### config.mk
export PLATFORM = sky130hd
export DESIGN_NAME = gray_ctr
export DESIGN_NICKNAME = d
export VERILOG_FILES = /design/src/rtl/gray_ctr.sv
export SDC_FILE = /design/constraint.sdc
export NUM_CORES = 1
export LEC_CHECK = 0
export ABC_AREA = 1
export BUFFER_PORTS_ARGS = -buffer_cell sky130_fd_sc_hd__buf_2
export CAP_MARGIN = 20
export CELL_PAD_IN_SITES_DETAIL_PLACEMENT = 1
export CELL_PAD_IN_SITES_GLOBAL_PLACEMENT = 1
export CORE_AREA = 2 2 39 41
export CTS_CLUSTER_DIAMETER = 30
export CTS_CLUSTER_SIZE = 16
export DETAILED_ROUTE_END_ITERATION = 8
export DIE_AREA = 0 0 41 43
export PLACE_DENSITY = 0.49
export SETUP_SLACK_MARGIN = 0.02
export SLEW_MARGIN = 25
export SYNTH_ARGS = -nofsm -noshare
export SYNTH_HDL_FRONTEND = slang
export SYNTH_SLANG_ARGS = --single-unit
### constraint.sdc
create_clock -name clk -period 1.6 [get_ports clk]
set_clock_uncertainty 0.15 [all_clocks]
set_input_delay 0.08 -clock clk [delete_from_list [all_inputs] [get_ports clk]]
set_output_delay 0.08 -clock clk [all_outputs]
set_load 0.05 [all_outputs]
### src/rtl/gray_ctr.sv
// rtl/gray_ctr.sv - free-running registered Gray-code counter
// Optional checkers compiled only when GRAY_CTR_ASSERT_EN is defined.
`timescale 1ns/1ps
module gray_ctr #(
  parameter int WIDTH = 4
) (
  input  logic             clk,
  input  logic             reset,
  output logic [WIDTH-1:0] q
);

  generate
    if (WIDTH < 1) begin : g_bad_width
      $error("gray_ctr: WIDTH must be >= 1");
    end
  endgenerate

  logic [WIDTH-1:0] r_bin;
  logic [WIDTH-1:0] r_q;
  logic [WIDTH-1:0] w_bin_next;
  logic [WIDTH-1:0] w_gray_next;

  assign w_bin_next  = r_bin + WIDTH'(1);
  assign w_gray_next = w_bin_next ^ (w_bin_next >> 1);

  // q is loaded with the Gray code of the new binary value on the same edge,
  // so it is always a plain flop output with no logic after it.
  always_ff @(posedge clk or negedge reset) begin
    if (!reset) begin
      r_bin <= '0;
      r_q   <= '0;
    end else begin
      r_bin <= w_bin_next;
      r_q   <= w_gray_next;
    end
  end

  assign q = r_q;

`ifdef GRAY_CTR_ASSERT_EN
  logic [WIDTH-1:0] r_prev_q;
  logic             r_prev_valid;

  always @(posedge clk or negedge reset) begin
    if (!reset) begin
      r_prev_valid <= 1'b0;
      r_prev_q     <= '0;
    end else begin
      r_prev_valid <= 1'b1;
      r_prev_q     <= r_q;
    end
  end

  always @(negedge clk) begin
    if (reset) begin
      if ($isunknown(r_q))
        $error("%t gray_ctr: q unknown (old %h new %h)", $time, r_prev_q, r_q);
      if (r_q != (r_bin ^ (r_bin >> 1)))
        $error("%t gray_ctr: q %h not gray of bin %h", $time, r_q, r_bin);
      if (r_prev_valid && ($countones(r_q ^ r_prev_q) != 1))
        $error("%t gray_ctr: q changed %h -> %h", $time, r_prev_q, r_q);
    end
  end
`endif

endmodule

Yosys cells after proc, flatten, opt, wreduce, memory -nomap -nowiden:

Cells that the tools add are included.

* input port bits: 2
* flip-flop bits (word level): 8

* bitwise operators: 1
* $add $sub $neg: 1

Operators with widths (number)
* adder 4 x 1 -> 4 bit, second input constant: 1
* bitwise XOR 4 x 3 -> 4 bit: 1

Depth between registers and ports, before layout:

* word-level depth: 2
* depth in mapped cells: 6
* depth with buffers taken out: 6

Least setup slack after synthesis:

OpenSTA, ideal clock, no wires.

* path kind: register to register
* start point: register r_bin[0]
* end point: register r_q[1], in the netlist q[1]
* path buffers: 0
* period minus slack after synthesis: 1.211 ns
* arrival: 0.982 ns
* stages on the path, launching flop included: 6
* setup slack: 0.389 ns
* library setup time: 0.079 ns
* path through: dfrtp_1 > ha_1 > inv_1 > nand2_1 > nand2_2 > xor2_1

* cells in the longest elaborated chain, start to end: 2

Ends and longest elaborated chain
* start: declaration: line 18 `logic [WIDTH-1:0] r_bin;`
* start signal: assignment: line 33 `r_bin <= w_bin_next;`
* adder 4 x 1 -> 4 bit: line 23 `assign w_bin_next = r_bin + WIDTH'(1);`
* named net w_bin_next[2]: line 20 `logic [WIDTH-1:0] w_bin_next;`
* bitwise XOR 4 x 3 -> 4 bit: line 24 `assign w_gray_next = w_bin_next ^ (w_bin_next >> 1);`
* named net w_gray_next[1]: line 21 `logic [WIDTH-1:0] w_gray_next;`
* end signal: assignment: line 34 `r_q <= w_gray_next;`
* end: declaration: line 19 `logic [WIDTH-1:0] r_q;`

The timed path passes the listed nets, and every way through them passes these cells.

Worst setup path in the final report:

Same ends and word-level chain as after synthesis.

==> results.md <==
* CTS Buf Count at 3
* Clk buf depth at 2
* Setup_tns at 0 ns
* Layout cells sized above 1 at 25.6%
* Yosys cell types at 10
* Post-DP HPWL at 425 um
* Die area at 1760 sq um
* Grt met3 use at 1.57%
* CP peak stage delay at 0.45 ns
* Required @ worst endpoint at 1.62 ns
* Post-Syn Instances at 30
* Cell family with most CP delay: flip-flops
* Syn. warnings at 0
* DRC Markers at 0
* RePlAce Congestion at 0.666
* Mapped Nets at 33
* Hold Crit Class: in -> async
* Fmax achieved at 749 MHz
* Wire per inst at 9.55 um
* Crit Path Max Fanout at 6
* Die Wd at 41 um
* Met1 global-route usage at 9.00%
* Nature of the critical path endpoint: register
* Root buffer cell: clkbuf_4
* Relative slew slack at 83.4%
* Flop and latch count out of synthesis at 7
* Syn_area_per_cell at 9.93 sq um
* Post-CTS Resized at 0
* Busiest grt layer: met2
* Crit share post-route at 83.5%
* Max Slew Vio Count at 0
* Clock Sink Count at 7
* Sequential area share after synthesis at 58.8%
* Worst-Margin Slew at 0.250 ns
* # diodes at 0
* Worst skew pair latency at 0.24 ns
* Final Hold Fails at 0
* Mapped cell area at 298 sq um
* Fill count at 172
* Post-route ant nets at 0
* Startpoint types: register
* Vias per cell at 4.02
* Largest net degree at the start of global routing at 8
* Critical path's slowest cell: dfrtp_1
* First-pass GRT wire length at 924 um
* Status: finished, final reports clean
* Final setup vio count at 0
* Vias at 221
* Total Routed Length at 525 um
* Iter 0 DRT Violations at 0
* Pwr/cell area at 907 nW/um^2
* # Max-Cap Violations at 0
* RSZ-0062 raised after global routing: no
* WP data arrival at 1.35 ns
* Cell Chain, Critical Path: ha_1 -> inv_1 -> nand2_1 -> nand2_2 -> xor2_1
* P&R area growth vs syn at 24.8%
* Met2 Use GR at 11.6%
* I/O Pins at 6
* Initial antenna violation count at 0
* Nets at 43
* Placement Rows at 14
* Router iterations before antenna repair at 1
* Die span in y at 43 um
* Max VDD drop at 0.324 mV
* Period minus WS final at 1.34 ns
* Placed Area at 335 sq um
* Design area at 372 sq um
* Port Buffers at 5
* Leak at 0.195 nW
* Clock Pin Slew Worst Setup and Hold Paths at 0.05 ns
* CP Buf/Inv Count at 1
* Tot GR Track Use at 8.02%
* Vias in the first global route at 239
* Kind of critical path: reg -> reg
* Initial core utilization at 21.5%
* TritonCTS clock tree: done
* CORE AREA at 1380 sq um
* GRT overflow at 0
* Number of H-tree levels at 1
==> flip-flops by register name (all words and copies together) (netlist names) <==
| register | flops |
|---|---|
| r_bin | 4 |
| q | 3 |
==> through the flow <==
step | setup slack, ns | instances | power, mW | util (%) | hold WS [ns]
floorplan | 0.389 | 30 | 0.180 | - | -0.366
global placement | 0.282 | 50 | 0.185 | 24.2 | -0.233
detailed placement | 0.269 | 50 | 0.185 | 24.2 | -0.230
CTS | 0.237 | 55 | 0.347 | 26.9 | 0.0405
global route | 0.144 | 55 | 0.356 | 26.9 | 0.0480
finish | 0.264 | 55 | 0.337 | 26.9 | 0.0444
==> cell usage in the layout (no fill, tap or decap) <==
cell           count
dfrtp_1            7
xor2_1             1
nand2_1            8
clkbuf_4           3
nand2_2            2
buf_2              5
inv_1              4
clkbuf_1           1
xnor2_1            1
nand3_1            3
ha_1               1
nand4_1            2
dlygate4sd3_1      1
==> cells by family (layout without fill, tap and decap cells) <==
group | Yosys count | in the layout | synth area share [%]
and+or+nand+nor | 15 | 15 | 23.5
DFF | 7 | 7 | 58.8
buffers and inverters | 5 | 14 | 7.56
xor gates and xnor gates | 2 | 2 | 5.88
adders and majority gates | 1 | 1 | 4.20
==> layer usage <==
layer	part of all wire, %	vias to the layer above	wire, um
li1	-	110	-
met1	44	109	230
met2	53	2	277
met3	3.2	0	17
met4	0	0	0
met5	0	-	0
==> final cells by class <==
| class | count | area, sq um | share of cell area [%] |
|---|---|---|---|
| flip-flops and latches | 7 | 175 | 47.1 |
| inverters | 4 | 15.0 | 4.04 |
| repair buffers | 6 | 35.0 | 9.43 |
| well taps | 16 | 20.0 | 5.39 |
| multi-input cells | 18 | 100 | 26.9 |
| clock buffers | 4 | 26.3 | 7.07 |
==> where the power goes <==
part / internal, mW / switching (mW) / leakage [nW] / total [mW]
registers: 0.177 / 0 / 0.0892 / 0.177
logic: 0.00249 / 0.00342 / 0.0906 / 0.00591
clock network: 0.0948 / 0.0588 / 0.0150 / 0.154
==> synthesized netlist by cell type, drive strengths merged <==
master,number,share of area [%]
nand2,10,14
xor2,1,2.9
nand3,3,5.0
buf,1,2.5
nand4,2,4.2
inv,4,5.0
ha,1,4.2
xnor2,1,2.9
dfrtp,7,59
==> final timing paths <==
check                      slack (ns)                from                 end  depth (start not counted)
max in group asynchronous        1.10               reset      q[0]$_DFF_PN0_                          2
hold reg to reg                  0.42  r_bin[0]$_DFF_PN0_  r_bin[0]$_DFF_PN0_                          1
min in group clk                 0.42  r_bin[0]$_DFF_PN0_  r_bin[0]$_DFF_PN0_                          1
hold / removal                   0.04               reset      q[2]$_DFF_PN0_                          2
setup reg to reg                 0.26  r_bin[0]$_DFF_PN0_      q[1]$_DFF_PN0_                          5
setup / recovery                 0.26  r_bin[0]$_DFF_PN0_      q[1]$_DFF_PN0_                          5
==> what timing repair did <==
action                     CTS  global route
setup buffers                0             0
setup endpoints to repair    0             0
hold endpoints to repair     7             0
hold buffers                 1             0
Power figures use the tool's default switching activity.
